==> src/rtl/float_sort_pkg.sv <==
// Shared types and helpers for the bubble-sort float sorter.
// Holds the FSM state encoding, default sizes and the counter-width helper.
package float_sort_pkg;

  localparam int FLEN_DEFAULT = 64;
  localparam int N_DEFAULT    = 4;

  typedef enum logic [0:0] {
    ST_IDLE,
    ST_CMP
  } state_e;

  // Width of the idx/pass counters; held at 1 so N < 2 still elaborates far enough to report.
  function automatic int idx_w(input int n);
    return (n < 2) ? 1 : $clog2(n);
  endfunction

  typedef logic [0:N_DEFAULT-1][FLEN_DEFAULT-1:0] flt_vec_t;

endpackage

==> src/rtl/sort_floats_n_bubble_fsm_if.sv <==
// Bus between the sorter, its float producer/consumer and the shared f_less_or_equal unit.
// slave = sorter side, master = environment side (producer, consumer and comparator).
interface sort_floats_n_bubble_fsm_if #(
  parameter int FLEN = 64,
  parameter int N    = 4
);

  logic                      valid_in;
  logic [0:N-1][FLEN-1:0]    unsorted;
  logic                      valid_out;
  logic [0:N-1][FLEN-1:0]    sorted;
  logic                      err;
  logic                      busy;
  logic [FLEN-1:0]           f_le_a;
  logic [FLEN-1:0]           f_le_b;
  logic                      f_le_res;
  logic                      f_le_err;

  modport slave (
    input  valid_in, unsorted, f_le_res, f_le_err,
    output valid_out, sorted, err, busy, f_le_a, f_le_b
  );

  modport master (
    output valid_in, unsorted, f_le_res, f_le_err,
    input  valid_out, sorted, err, busy, f_le_a, f_le_b
  );

endinterface

==> src/rtl/float_cswap.sv <==
// Combinational compare-exchange: orders a pair using the external a <= b verdict.
// Equal operands (le_i = 1) keep their order, which keeps the sort stable.
module float_cswap #(
  parameter int FLEN = 64
) (
  input  logic [FLEN-1:0] a_i,
  input  logic [FLEN-1:0] b_i,
  input  logic            le_i,
  output logic [FLEN-1:0] lo_o,
  output logic [FLEN-1:0] hi_o
);

  assign lo_o = le_i ? a_i : b_i;
  assign hi_o = le_i ? b_i : a_i;

endmodule

==> src/rtl/sort_floats_n_bubble_fsm.sv <==
// N-element ascending float bubble sorter, one compare per cycle through an external comparator.
// Define FLOAT_SORT_EARLY_EXIT_EN to stop after the first swap-free pass.
module sort_floats_n_bubble_fsm
  import float_sort_pkg::*;
#(
  parameter int FLEN = FLEN_DEFAULT,
  parameter int N    = N_DEFAULT
) (
  input  logic                         clk,
  input  logic                         rst,
  sort_floats_n_bubble_fsm_if.slave    bus
);

  localparam int IW = idx_w(N);

  typedef logic [0:N-1][FLEN-1:0] vec_t;

  if (N < 2) begin : g_n_check
    $error("sort_floats_n_bubble_fsm: N must be at least 2");
  end

  state_e          state_q, state_d;
  vec_t            buf_q, buf_d;
  vec_t            sorted_q, sorted_d;
  logic [IW-1:0]   idx_q, idx_d;
  logic [IW-1:0]   pass_q, pass_d;
  logic            valid_out_q, valid_out_d;
  logic            err_q, err_d;
`ifdef FLOAT_SORT_EARLY_EXIT_EN
  logic            swapped_q, swapped_d;
  logic            do_swap;
`endif

  logic [IW-1:0]   idx_nx;
  logic [FLEN-1:0] op_a, op_b;
  logic [FLEN-1:0] lo, hi;
  logic            last_cmp;
  logic            last_pass;
  logic            finish;

  assign idx_nx    = idx_q + IW'(1);
  assign op_a      = buf_q[idx_q];
  assign op_b      = buf_q[idx_nx];
  assign last_cmp  = (idx_q == (IW'(N - 2) - pass_q));
  assign last_pass = (pass_q == IW'(N - 2));

`ifdef FLOAT_SORT_EARLY_EXIT_EN
  assign do_swap = ~bus.f_le_res;
  // Current compare counts towards "this pass was swap-free".
  assign finish  = last_pass | ~(swapped_q | do_swap);
`else
  assign finish  = last_pass;
`endif

  float_cswap #(
    .FLEN (FLEN)
  ) u_cswap (
    .a_i  (op_a),
    .b_i  (op_b),
    .le_i (bus.f_le_res),
    .lo_o (lo),
    .hi_o (hi)
  );

  // NOTE: every variable gets its default before the case; a path that skips an
  // assignment would otherwise make synthesis infer a latch.
  always_comb begin
    state_d     = state_q;
    buf_d       = buf_q;
    sorted_d    = sorted_q;
    idx_d       = idx_q;
    pass_d      = pass_q;
    valid_out_d = 1'b0;
    err_d       = 1'b0;
`ifdef FLOAT_SORT_EARLY_EXIT_EN
    swapped_d   = swapped_q;
`endif

    case (state_q)
      ST_IDLE: begin
        if (bus.valid_in) begin
          buf_d   = bus.unsorted;
          idx_d   = '0;
          pass_d  = '0;
`ifdef FLOAT_SORT_EARLY_EXIT_EN
          swapped_d = 1'b0;
`endif
          state_d = ST_CMP;
        end
      end

      ST_CMP: begin
        if (bus.f_le_err) begin
          // Abort: hand back the buffer exactly as it stood before this compare.
          sorted_d    = buf_q;
          err_d       = 1'b1;
          valid_out_d = 1'b1;
          state_d     = ST_IDLE;
        end else begin
          buf_d[idx_q]  = lo;
          buf_d[idx_nx] = hi;
`ifdef FLOAT_SORT_EARLY_EXIT_EN
          swapped_d = swapped_q | do_swap;
`endif
          if (!last_cmp) begin
            idx_d = idx_nx;
          end else if (finish) begin
            sorted_d    = buf_d;
            valid_out_d = 1'b1;
            state_d     = ST_IDLE;
          end else begin
            pass_d = pass_q + IW'(1);
            idx_d  = '0;
`ifdef FLOAT_SORT_EARLY_EXIT_EN
            swapped_d = 1'b0;
`endif
          end
        end
      end

      default: state_d = ST_IDLE;
    endcase
  end

  // NOTE: sequential state uses non-blocking assignments so every register
  // samples the pre-edge values, independent of statement order.
  always_ff @(posedge clk or negedge rst) begin
    if (!rst) begin
      state_q     <= ST_IDLE;
      // NOTE: the element buffer is reset too, so a reset mid-sort leaves no stale
      // operands on f_le_a/f_le_b or in a later partial (err) result.
      buf_q       <= '0;
      sorted_q    <= '0;
      idx_q       <= '0;
      pass_q      <= '0;
      valid_out_q <= 1'b0;
      err_q       <= 1'b0;
`ifdef FLOAT_SORT_EARLY_EXIT_EN
      swapped_q   <= 1'b0;
`endif
    end else begin
      state_q     <= state_d;
      buf_q       <= buf_d;
      sorted_q    <= sorted_d;
      idx_q       <= idx_d;
      pass_q      <= pass_d;
      valid_out_q <= valid_out_d;
      err_q       <= err_d;
`ifdef FLOAT_SORT_EARLY_EXIT_EN
      swapped_q   <= swapped_d;
`endif
    end
  end

  assign bus.busy      = (state_q == ST_CMP);
  assign bus.valid_out = valid_out_q;
  assign bus.err       = err_q;
  assign bus.sorted    = sorted_q;
  assign bus.f_le_a    = (state_q == ST_CMP) ? op_a : '0;
  assign bus.f_le_b    = (state_q == ST_CMP) ? op_b : '0;

  a_valid_out_pulse : assert property (
    @(posedge clk) disable iff (!rst) valid_out_q |=> !valid_out_q
  );

  a_idx_bounded : assert property (
    @(posedge clk) disable iff (!rst)
      (state_q == ST_CMP) |-> (idx_q <= IW'(N - 2)) && (pass_q <= IW'(N - 2))
  );

endmodule

==> src/flat_wrapper.sv <==
// flat-port wrapper written by rule: the top's interface ports become plain ports
module sort_floats_n_bubble_fsm_flat import float_sort_pkg::*;
#(
  parameter int FLEN = FLEN_DEFAULT,
  parameter int N    = N_DEFAULT
)
  (clk, rst, bus_valid_in, bus_unsorted, bus_f_le_res, bus_f_le_err, bus_valid_out, bus_sorted, bus_err, bus_busy, bus_f_le_a, bus_f_le_b);
  sort_floats_n_bubble_fsm_if #(.FLEN(FLEN), .N(N)) bus_i ();
  input  logic clk;
  input  logic rst;
  input wire logic [$bits(bus_i.valid_in)-1:0] bus_valid_in;
  input wire logic [$bits(bus_i.unsorted)-1:0] bus_unsorted;
  input wire logic [$bits(bus_i.f_le_res)-1:0] bus_f_le_res;
  input wire logic [$bits(bus_i.f_le_err)-1:0] bus_f_le_err;
  output wire logic [$bits(bus_i.valid_out)-1:0] bus_valid_out;
  output wire logic [$bits(bus_i.sorted)-1:0] bus_sorted;
  output wire logic [$bits(bus_i.err)-1:0] bus_err;
  output wire logic [$bits(bus_i.busy)-1:0] bus_busy;
  output wire logic [$bits(bus_i.f_le_a)-1:0] bus_f_le_a;
  output wire logic [$bits(bus_i.f_le_b)-1:0] bus_f_le_b;
  assign bus_i.valid_in = bus_valid_in;
  assign bus_i.unsorted = bus_unsorted;
  assign bus_i.f_le_res = bus_f_le_res;
  assign bus_i.f_le_err = bus_f_le_err;
  assign bus_valid_out = bus_i.valid_out;
  assign bus_sorted = bus_i.sorted;
  assign bus_err = bus_i.err;
  assign bus_busy = bus_i.busy;
  assign bus_f_le_a = bus_i.f_le_a;
  assign bus_f_le_b = bus_i.f_le_b;
  sort_floats_n_bubble_fsm #(.FLEN(FLEN), .N(N)) u_core (.clk(clk), .rst(rst), .bus(bus_i));
endmodule
==> config.mk <==
export PLATFORM = sky130hd
export DESIGN_NAME = sort_floats_n_bubble_fsm_flat
export DESIGN_NICKNAME = d
export VERILOG_FILES = /design/src/rtl/float_sort_pkg.sv /design/src/rtl/sort_floats_n_bubble_fsm_if.sv /design/src/rtl/float_cswap.sv /design/src/rtl/sort_floats_n_bubble_fsm.sv /design/src/flat_wrapper.sv
export SDC_FILE = /design/constraint.sdc
export NUM_CORES = 2
export LEC_CHECK = 0
export BUFFER_PORTS_ARGS = -buffer_cell sky130_fd_sc_hd__buf_2
export CAP_MARGIN = 15
export CORE_MARGIN = 2
export CORE_UTILIZATION = 35
export DETAILED_ROUTE_END_ITERATION = 8
export PLACE_DENSITY = 0.63
export SYNTH_ARGS = -nofsm -noshare
export SYNTH_HDL_FRONTEND = slang
export SYNTH_HIERARCHICAL = 1
export SYNTH_SLANG_ARGS = --single-unit
==> constraint.sdc <==
create_clock -name clk -period 4.49 [get_ports clk]
set_input_delay 0.2245 -clock clk [delete_from_list [all_inputs] [get_ports clk]]
set_output_delay 0.2245 -clock clk [all_outputs]
set_load 0.02 [all_outputs]
==> flow_summary_export.csv <==
group,metric,value,unit
clock_network,hold_buffers,253,
synth,async_reset_ff_share,100.0,%
detailed_routing,routed.top_layer,"met5",
synth,netlist_area,39070,um^2
timing,slew_viol_final,0,
pwr,seqPwrFrac,23.4,%
synth,syn-num-nets,4278,
synth,seq_area_frac_synth,33.24,%
pwr,clock_power_share,14.9,%
timing,final-hold-violation-count,0,
timing,period_minus_slack,3.339,ns
detailed_routing,wl_met1,65180,um
finish,fin_nets,4841,
worst_setup_path,setup.worst_path.start,"u_core/idx_q[0]",
detailed_routing,ant_nets,0,
pwr,p_leak,19.50,nW
worst_setup_path,cp.arrival,3.11,ns
detailed_routing,routed_wl,160400,um
floorplanning,ios,648,
finish,final_cells,6115,
floorplanning,die_x,338.1,um
placed_design,place_congestion,0.8615,
pwr,comb_power_share,61.7,%
global_routing,grt.total_usage,26.97,%
clock_network,clock_sinks,519,
global_routing,grt_max_degree,221,
worst_setup_path,required,4.27,ns
worst_setup_path,r2r_end,"u_core/bus.sorted[214]",
pwr,irDropWorstVdd,0.6248,mV
detailed_routing,drt_pass1_iterations,6,
detailed_routing,remaining_drc_errors,0,
pwr,p_int,21.10,mW
floorplanning,start_util,35.30,%
min_path,whs_path_depth,3,
worst_setup_path,reg2reg_depth,8,
detailed_routing,route.met2.wl,72480,um
clock_network,postCtsSetupRepairBufs,0,
clock_network,cts_buffers,70,
run,maxCapViolCount,0,
pwr,power.density,847.8,nW/um^2
timing,final.period_utilization,74.36,%
worst_setup_path,reg2reg_from,"u_core/idx_q[0]",
min_path,hp-class,"in -> reg",
placed_design,hpwlAfterDp,95740,um
timing,clock.fmax,299.5,MHz
timing,fin_skew,0.03147,ns
synth,synth_warnings,6,
synth,synth_flop_cell,"dfrtp_1",
detailed_routing,avgRoutedWirePerCell,26.22,um
detailed_routing,vias_per_cell,6.220,
placed_design,portBuffers,647,
clock_network,cts_resized,0,
floorplanning,row_count,122,
timing,max_slew_margin,24.00,%
detailed_routing,wl_met3,15600,um
worst_setup_path,critPathMaxFanout,35,
worst_setup_path,r2r_slack,1.35,ns
floorplanning,coreArea,110700,um^2
synth,avgSynthCellArea,9.748,um^2
global_routing,grt_pass1_wl,242300,um
detailed_routing,vias,38040,
worst_setup_path,cp-start-kind,"flop",
clock_network,cts_root_buf,"clkbuf_16",
synth,synth-edff-count,0,
floorplanning,die_area,114300,um^2
timing,worstMarginPinSlew,1.140,ns
timing,rsz0062_at_grt,"no",
finish,post_route_cells_drive_above_1_share,35.23,%
clock_network,clk_pin_slew,0.05,ns
clock_network,cts_tree,"built",
timing,finalSetupViolations,0,
min_path,hold_path_end,"u_core/buf_q[159]",
global_routing,grt_overflow,0,
timing,finalSetupTns,0,ns
min_path,hold_start,"bus_unsorted[159]",
worst_setup_path,path_class,"reg -> out",
clock_network,cts-htree-levels,3,
floorplanning,die_h,338.1,um
global_routing,antenna_found_initial,8,
pwr,power,40.81,mW
clock_network,clock_path_buffers,3,
pwr,swShare,48.29,%
clock_network,insertion_delay,0.64,ns
placed_design,dp_cells,5734,
detailed_routing,dr.first_iter.drc_count,4255,
pwr,switchingPower,19.71,mW
synth,synth-seq-cells,519,
worst_setup_path,end_kind,"output port",
global_routing,grt_pass1_vias,37300,
synth,syn_inst,4008,
finish,syn_to_final_growth,23.20,%
status,status,"finished clean",
synth,ys_types,35,
==> layout make-up <==
class / count / area, um^2
fill: 10500 / 62530
multi-input combinational: 2740 / 23010
sequential: 519 / 13000
timing repair buffer: 980 / 6838
clock buffer: 108 / 2148
tap: 1488 / 1862
inverter: 260 / 975.9
clock inverter: 17 / 296.5
antenna: 3 / 7.507
==> state kept, by name, summed over array words and instances, names as in the netlist <==
register / cells
u_core/buf_q: 256
u_core/bus.sorted: 256
u_core/bus.busy: 1
u_core/bus.err: 1
u_core/bus.valid_out: 1
u_core/idx_q: 2
u_core/pass_q: 2
==> cell usage in the layout, fill, tap and decap left out, types with 3 or more instances in the layout <==
cell type | Yosys | routed
buf_12 | 0 | 36
mux2i_1 | 256 | 256
mux2_2 | 384 | 384
a32o_1 | 256 | 256
dlygate4sd3_1 | 0 | 253
bufinv_16 | 0 | 7
buf_4 | 25 | 44
a221oi_1 | 256 | 256
or2_2 | 260 | 260
clkbuf_8 | 8 | 19
inv_1 | 260 | 260
buf_2 | 173 | 645
clkbuf_16 | 0 | 73
diode_2 | 0 | 3
o211ai_1 | 258 | 258
dfrtp_4 | 0 | 3
clkinv_2 | 0 | 4
mux4_2 | 128 | 128
o22ai_1 | 256 | 256
dfrtp_1 | 519 | 516
a21oi_4 | 0 | 5
nand3_1 | 8 | 8
and2_1 | 128 | 128
clkbuf_1 | 188 | 16
nand2_1 | 516 | 514
ha_4 | 0 | 8
o311ai_0 | 3 | 3
==> routing by layer <==
layer	GRT usage, %	vias up
met5	0	-
met4	12.23	10
met3	5.801	400
met2	41.52	2257
met1	36.23	19110
li1	-	16260
==> power by group through the flow <==
| stage | logic [mW] | registers [mW] | clock network, mW |
|---|---|---|---|
| floorplan | 16.7 | 9.90 | 0 |
| detailed placement | 24.6 | 9.49 | 0 |
| CTS | 24.9 | 9.45 | 6.18 |
| global placement | 24.1 | 9.41 | 0 |
| global route | 26.9 | 9.84 | 6.36 |
| finish | 25.2 | 9.54 | 6.08 |
==> synthesized netlist by cell type (6+ instances only) <==
cell type	number	share of area (%)
ha_1	9	0.29
mux4_2	128	7.4
clkbuf_8	8	0.28
nand2_1	516	5.0
o22ai_1	256	4.1
inv_1	260	2.5
buf_4	25	0.48
nand3_1	8	0.10
dfrtp_1	519	33
buf_1	89	0.86
buf_6	6	0.17
a221oi_1	256	5.7
and2_1	128	2.0
mux2_2	384	11
buf_2	173	2.2
o211ai_1	258	5.0
or2_2	260	4.2
a32o_1	256	6.6
clkbuf_1	188	1.8
mux2i_1	256	6.6
==> cells by family (layout without fill, tap and decap cells) <==
| kind of cell | count (synthesis) | count (layout) | share of synthesized area [%] |
|---|---|---|---|
| other | 0 | 3 | 0 |
| AO/OA/AOI/OAI | 1040 | 1040 | 21.65 |
| multiplexers | 768 | 768 | 25.00 |
| AND/OR/NAND/NOR | 919 | 919 | 11.40 |
| flip-flops | 519 | 519 | 33.24 |
| adder cells (fa/ha/maj) | 9 | 9 | 0.2882 |
| buffers and inverters | 749 | 1365 | 8.310 |
| XOR/XNOR | 4 | 4 | 0.1089 |
==> through the flow <==
| step | utilization [%] | hold slack [ns] | cell area, um^2 | setup slack [ns] |
|---|---|---|---|---|
| finish | 43.49 | 0.06541 | 48130 | 1.151 |
| global route | 43.49 | 0.03457 | 48130 | 1.048 |
| CTS | 43.49 | 0.005494 | 48130 | 1.077 |
| detailed placement | 38.99 | 0.1809 | 43150 | 1.337 |
| global placement | 38.99 | 0.1807 | 43150 | 1.434 |
| floorplan | - | -0.07109 | 39070 | 1.028 |
==> worst max-delay path: stages, from the launching register on <==
cell,delay (ns)
dfrtp_4,0.49
inv_1,0.34
ha_4,0.24
buf_12,0.33
mux4_2,0.59
and2_1,0.23
buf_2,0.18
==> worst max-delay path by stage <==
stage and to:
2_1_floorplan u_core/buf_q[224], 3_3_place_gp u_core/bus.sorted[152], 3_5_place_dp u_core/bus.sorted[214], 4_1_cts bus_f_le_a[42], 5_1_grt bus_f_le_a[42], 6_report bus_f_le_b[26]
Note: power is estimated with default switching activity, not from simulation.
